$ cat src/rtl/fp_pkg.sv
// Shared IEEE-754 single-precision field widths and the packed float layout.
// Used by both fixed<->float converters on the matrix multiplier datapath.
package fp_pkg;

  localparam int FP_EXP_W         = 8;
  localparam int FP_MANT_W        = 23;
  localparam int FP_BIAS          = 127;
  localparam int FP_FRAC_BITS_DEF = 16;

  typedef struct packed {
    logic                 sign;
    logic [FP_EXP_W-1:0]  exp;
    logic [FP_MANT_W-1:0] mant;
  } fp32_t;

  localparam fp32_t FP32_ZERO = '0;

endpackage

$ cat src/rtl/lzc32.sv
// Combinational 32-bit leading-zero counter; returns 32 for an all-zero input.
// Zero latency, no handshake.
module lzc32 (
  input  logic [31:0] i_dat,
  output logic [5:0]  o_cnt
);

  logic [5:0] w_cnt;

  // Scan upward so the highest set bit wins the last assignment.
  always_comb begin
    w_cnt = 6'd32;
    for (int i = 0; i < 32; i++) begin
      if (i_dat[i]) w_cnt = 6'(31 - i);
    end
  end

  assign o_cnt = w_cnt;

endmodule

$ cat src/rtl/fixed_to_float_pipe.sv
// Signed Q(32-FRAC_BITS).FRAC_BITS -> IEEE-754 single, round-to-nearest-even.
// 3-cycle latency, 1 word/clk; whole pipe holds while the output is valid and not accepted.
module fixed_to_float_pipe
  import fp_pkg::*;
#(
  parameter int FRAC_BITS = FP_FRAC_BITS_DEF
) (
  input  logic        clk,
  input  logic        rst_n,
  input  logic        in_valid,
  output logic        in_ready,
  input  logic [31:0] in_fixed,
  output logic        out_valid,
  input  logic        out_ready,
  output logic [31:0] out_float
);

  // Biased exponent of a value whose leading one sits at bit 31 of the magnitude.
  localparam int EXP_BASE = 31 + FP_BIAS - FRAC_BITS;

  logic        r_s1_vld;
  logic        r_s1_sign;
  logic        r_s1_zero;
  logic [31:0] r_s1_mag;

  logic        r_s2_vld;
  logic        r_s2_sign;
  logic        r_s2_zero;
  logic [31:0] r_s2_norm;
  logic [7:0]  r_s2_exp;

  logic        r_out_vld;
  fp32_t       r_out_float;

  logic        w_advance;
  logic [31:0] w_mag;
  logic [5:0]  w_lzc;
  logic [31:0] w_norm;
  logic [7:0]  w_exp_pre;
  logic [22:0] w_mant;
  logic        w_guard;
  logic        w_sticky;
  logic        w_rnd_up;
  logic [23:0] w_mant_rnd;
  fp32_t       w_result;

  assign w_advance = !r_out_vld || out_ready;
  assign in_ready  = w_advance;
  assign out_valid = r_out_vld;
  assign out_float = r_out_float;

  // 32-bit negate is enough: 32'h80000000 negates to itself, read unsigned as 2^31.
  assign w_mag = in_fixed[31] ? (~in_fixed + 32'd1) : in_fixed;

  always_ff @(posedge clk or negedge rst_n) begin
    if (!rst_n) begin
      r_s1_vld  <= 1'b0;
      r_s1_sign <= 1'b0;
      r_s1_zero <= 1'b0;
      r_s1_mag  <= '0;
    end else if (w_advance) begin
      r_s1_vld <= in_valid;
      if (in_valid) begin
        r_s1_sign <= in_fixed[31];
        r_s1_zero <= (in_fixed == 32'd0);
        r_s1_mag  <= w_mag;
      end
    end
  end

  lzc32 u_lzc (
    .i_dat (r_s1_mag),
    .o_cnt (w_lzc)
  );

  assign w_norm    = r_s1_mag << w_lzc;
  assign w_exp_pre = 8'(EXP_BASE - int'(w_lzc));

  always_ff @(posedge clk or negedge rst_n) begin
    if (!rst_n) begin
      r_s2_vld  <= 1'b0;
      r_s2_sign <= 1'b0;
      r_s2_zero <= 1'b0;
      r_s2_norm <= '0;
      r_s2_exp  <= '0;
    end else if (w_advance) begin
      r_s2_vld <= r_s1_vld;
      if (r_s1_vld) begin
        r_s2_sign <= r_s1_sign;
        r_s2_zero <= r_s1_zero;
        r_s2_norm <= w_norm;
        r_s2_exp  <= w_exp_pre;
      end
    end
  end

  assign w_mant     = r_s2_norm[30:8];
  assign w_guard    = r_s2_norm[7];
  assign w_sticky   = |r_s2_norm[6:0];
  assign w_rnd_up   = w_guard && (w_sticky || w_mant[0]);
  assign w_mant_rnd = {1'b0, w_mant} + {23'd0, w_rnd_up};

  // A carry out of the mantissa leaves it all zeros, so only the exponent bumps.
  always_comb begin
    w_result      = FP32_ZERO;
    w_result.sign = r_s2_sign;
    w_result.exp  = r_s2_exp + {7'd0, w_mant_rnd[23]};
    w_result.mant = w_mant_rnd[22:0];
    if (r_s2_zero) w_result = FP32_ZERO;
  end

  always_ff @(posedge clk or negedge rst_n) begin
    if (!rst_n) begin
      r_out_vld   <= 1'b0;
      r_out_float <= FP32_ZERO;
    end else if (w_advance) begin
      r_out_vld <= r_s2_vld;
      if (r_s2_vld) r_out_float <= w_result;
    end
  end

endmodule

$ cat config.mk
export PLATFORM = sky130hd
export DESIGN_NAME = fixed_to_float_pipe
export DESIGN_NICKNAME = d
export VERILOG_FILES = /design/src/rtl/fp_pkg.sv /design/src/rtl/lzc32.sv /design/src/rtl/fixed_to_float_pipe.sv
export SDC_FILE = /design/constraint.sdc
export NUM_CORES = 1
export LEC_CHECK = 0
export BUFFER_PORTS_ARGS = -buffer_cell sky130_fd_sc_hd__buf_4
export CORE_UTILIZATION = 54
export DETAILED_ROUTE_END_ITERATION = 10
export PLACE_DENSITY = 0.77
export SETUP_SLACK_MARGIN = 0.1
export SLEW_MARGIN = 15
export SYNTH_ARGS = -nofsm -noshare
export SYNTH_HDL_FRONTEND = slang
export SYNTH_SLANG_ARGS = --single-unit
$ cat constraint.sdc
create_clock -name clk -period 3.1 [get_ports clk]
set_clock_uncertainty 0.1 [all_clocks]
set_input_delay 0.31 -clock clk [delete_from_list [all_inputs] [get_ports clk]]
set_output_delay 0.31 -clock clk [all_outputs]
set_load 0.02 [all_outputs]
==> out/metrics.cfg <==
[sta]
rsz0062_at_grt=true
fin_hold_ws_ns=0.05310
fmax_ghz=0.3172
tightest_slew_ns=0.7363
relSlewSlack_pct=50.92
final_hold_viol_count=0
final_max_slew_viol_count=0
fin_ws_ns=-0.05280
setup_viol=7
finalCritPeriodShare_pct=101.7
finalCriticalPeriod_ns=3.153
fin_setup_tns_ns=-0.2656

[floorplanning]
core_mm2=0.01277
initial_core_util_pct=56.01
dieArea_mm2=0.01371
die_w_um=117.1
io_pins=70
rows=41
die_y_um=117.1

[critical_path]
worstSetupStartpointType=flop
worstPathMaxFanout=5
cp.required_ns=3.25
path_cells=nor2b_4 > or3_4 > or4_4 > o211ai_4 > buf_6 > buf_16 > mux4_2 > nand2_1 > o211ai_1 > a21boi_1 > a31oi_1
critPathKind=reg -> reg
cp_num_cells=11
cp.arrival_ns=3.30
cp_slowest_stage_delay_ns=0.55
crit_slowest_cell=or4_4
endpoint_kind=flop
cp_num_buf_inv=2
crit_family=simple AND/OR/NAND/NOR gates
r2r_cells=11

[run]
cap_violations=0

[clock_tree]
htreeDepth=3
cts_sinks=110
cts.path.max_buffers=2
cts_tree=built
numCtsBuffers=9
clkLatencyLatePin_ns=0.36
cts_root_buf=clkbuf_16
clkTransAtPathRegs_ns=0.07

[power]
clock_power_share_pct=14.0
sw_frac_of_total_pct=42.25
comb_power_share_pct=59.9
sequentialPowerShare_pct=26.1
total_power_uw=9212
ir_drop_uv=384.3
power_density_mw_per_mm2=966.7
p_sw_uw=3892
p_leak_uw=0.004196
cellInternalPower_uw=5320

[place]
portBuffers=69
dp_hpwl_mm=15.12
gp_congestion=0.9561

[outcome]
violations=setup timing
status=finished, violations left

[drt]
vias_per_cell=5.857
vias=6747
drt-pass1-iter-count=5
drc=0
drt_wl_total_mm=20.40
drt_iter0_drc=410
ant_nets=0
wl_per_cell_um=17.71

[logic_synthesis]
async_reset_ff_share_pct=100.0
syn_inst=821
synth_top_cell_area_share_pct=38.47
yosys-top-cells-area=dfrtp_1 (38%), mux2i_1 (8.1%), nand2_1 (7.3%), o21ai_0 (6.4%), xor2_1 (5.6%)
syn_area_per_cell_um2=8.714
synth_cell_types=66
ys_seq_elements=110
syn_area_mm2=0.007154
yosysTopAreaCell=dfrtp_1
synth_warnings=0
synth_enable_flop_cells=0
synth-main-ff-cell=dfrtp_1
syn_nets=862
yosysSeqAreaShare_pct=38.47

[finish]
ff_latch_area_mm2=0.002753
diodes=0
drive_above_1_share_pct=31.73
final_common_cell=buf_4
mostFrequentLayoutCells=buf_4 (179), nand2_1 (138), dfrtp_1 (110)
fin_nets=1016
fillers=942
syn2layout_area_growth_pct=33.19
multi_input_comb_area_mm2=0.004581

[hold_path]
hold_depth=2
hold_path_class=in -> reg

[global_route]
first_global_vias=6505
grt_usage_pct=30.85
grt_first_pass_wirelength_mm=32.37
grt_max_degree=66
antenna_found_initial=0
grt_overflow=0

==> worst register-to-register path, cell delays in order, from the launching register on <==
cell and delay, ns:
dfrtp_1 0.39, nor2b_4 0.13, or3_4 0.34, or4_4 0.55, o211ai_4 0.28, buf_6 0.19, buf_16 0.14, mux4_2 0.51
nand2_1 0.09, o211ai_1 0.12, a21boi_1 0.15, a31oi_1 0.05
==> power by group through the flow <==
| stage | clock network (uW) | registers [uW] | logic (uW) |
|---|---|---|---|
| final | 1290 | 2410 | 5510 |
| after CTS | 1300 | 2380 | 5130 |
| after detailed placement | 0 | 2410 | 4620 |
| after floorplan | 0 | 2570 | 2490 |
| after global routing | 1350 | 2480 | 5950 |
| after global placement | 0 | 2370 | 4540 |
==> sequential cells by signal (all words and copies together), names as in the netlist, 8 cells and up <==
register / flops
out_float: 32
r_s2_norm: 31
r_s2_exp: 8
r_s1_mag: 32
==> cells in the mapped netlist, drive strengths merged (5+ instances only) <==
cell and count:
mux2i 58, dfrtp 110, nor2b 5, nand2 141, clkbuf 37, inv 19
buf 14, o22ai 5, o31ai 20, nand3 16, and2 8, or4 10
nand2b 12, nor4 9, or3 17, mux2 11, nor3 8, o211ai 8
o221ai 5, o21ai 103, and3 7, nor2 37, ha 5, xor2 46
a21oi 27, nand4 5, xnor2 13, a221o 5
==> layout make-up <==
class	count	share of cell area [%]
sequential	110	28.89
clock inverter	7	1.103
tap	172	2.258
clock buffer	9	2.363
inverter	19	0.7484
timing repair buffer	194	16.57
multi-input combinational	641	48.07
==> cells by family after synthesis <==
| family | count (synthesis) | share of synthesized area, % |
|---|---|---|
| and+or+nand+nor | 282 | 18.71 |
| AOI/OAI and AO/OA | 223 | 20.02 |
| DFF | 110 | 38.47 |
| muxes | 72 | 10.79 |
| buffers and inverters | 70 | 3.900 |
| xor gates and xnor gates | 59 | 7.223 |
| adders and majority gates | 5 | 0.8744 |
==> timing repair <==
item	4_1_cts	5_1_grt
resized for setup	53	57
pin swaps	11	14
gates cloned	2	0
setup endpoints to repair	25	34
endpoints found under the hold margin	54	0
buffers inserted	4	10
hold buffers	1	0
==> metal layers <==
metal	global-route usage (%)	up-vias	wire, um
met4	17.05	0	955
met5	0	-	0
met3	3.193	63	723
li1	-	3271	-
met1	37.69	3198	8545
met2	53.61	215	10170
==> worst paths after layout <==
path,from,end,slack (ns)
max in group asynchronous,rst_n,r_s1_mag[9]$_DFFE_PN0P_,1.75
hold / removal,in_fixed[30],r_s1_mag[31]$_DFFE_PN0P_,0.05
hold reg to reg,out_float[3]$_DFFE_PN0P_,out_float[3]$_DFFE_PN0P_,0.38
min in group asynchronous,rst_n,out_float[27]$_DFFE_PN0P_,0.43
setup / recovery,r_s1_mag[30]$_DFFE_PN0P_,r_s2_norm[23]$_DFFE_PN0P_,-0.05
setup reg to reg,r_s1_mag[30]$_DFFE_PN0P_,r_s2_norm[23]$_DFFE_PN0P_,-0.05
==> per-stage QoR <==
stage	worst slack, ns	util, %	area, um2	instances
after floorplan	0.003896	-	7168	821
after global placement	-0.2081	66.97	8554	1119
after detailed placement	-0.2342	66.97	8554	1119
after CTS	-0.002560	72.04	9203	1142
after global routing	-0.1593	74.60	9529	1152
final	-0.05280	74.60	9529	1152
Note: power is estimated with default switching activity, not from simulation.
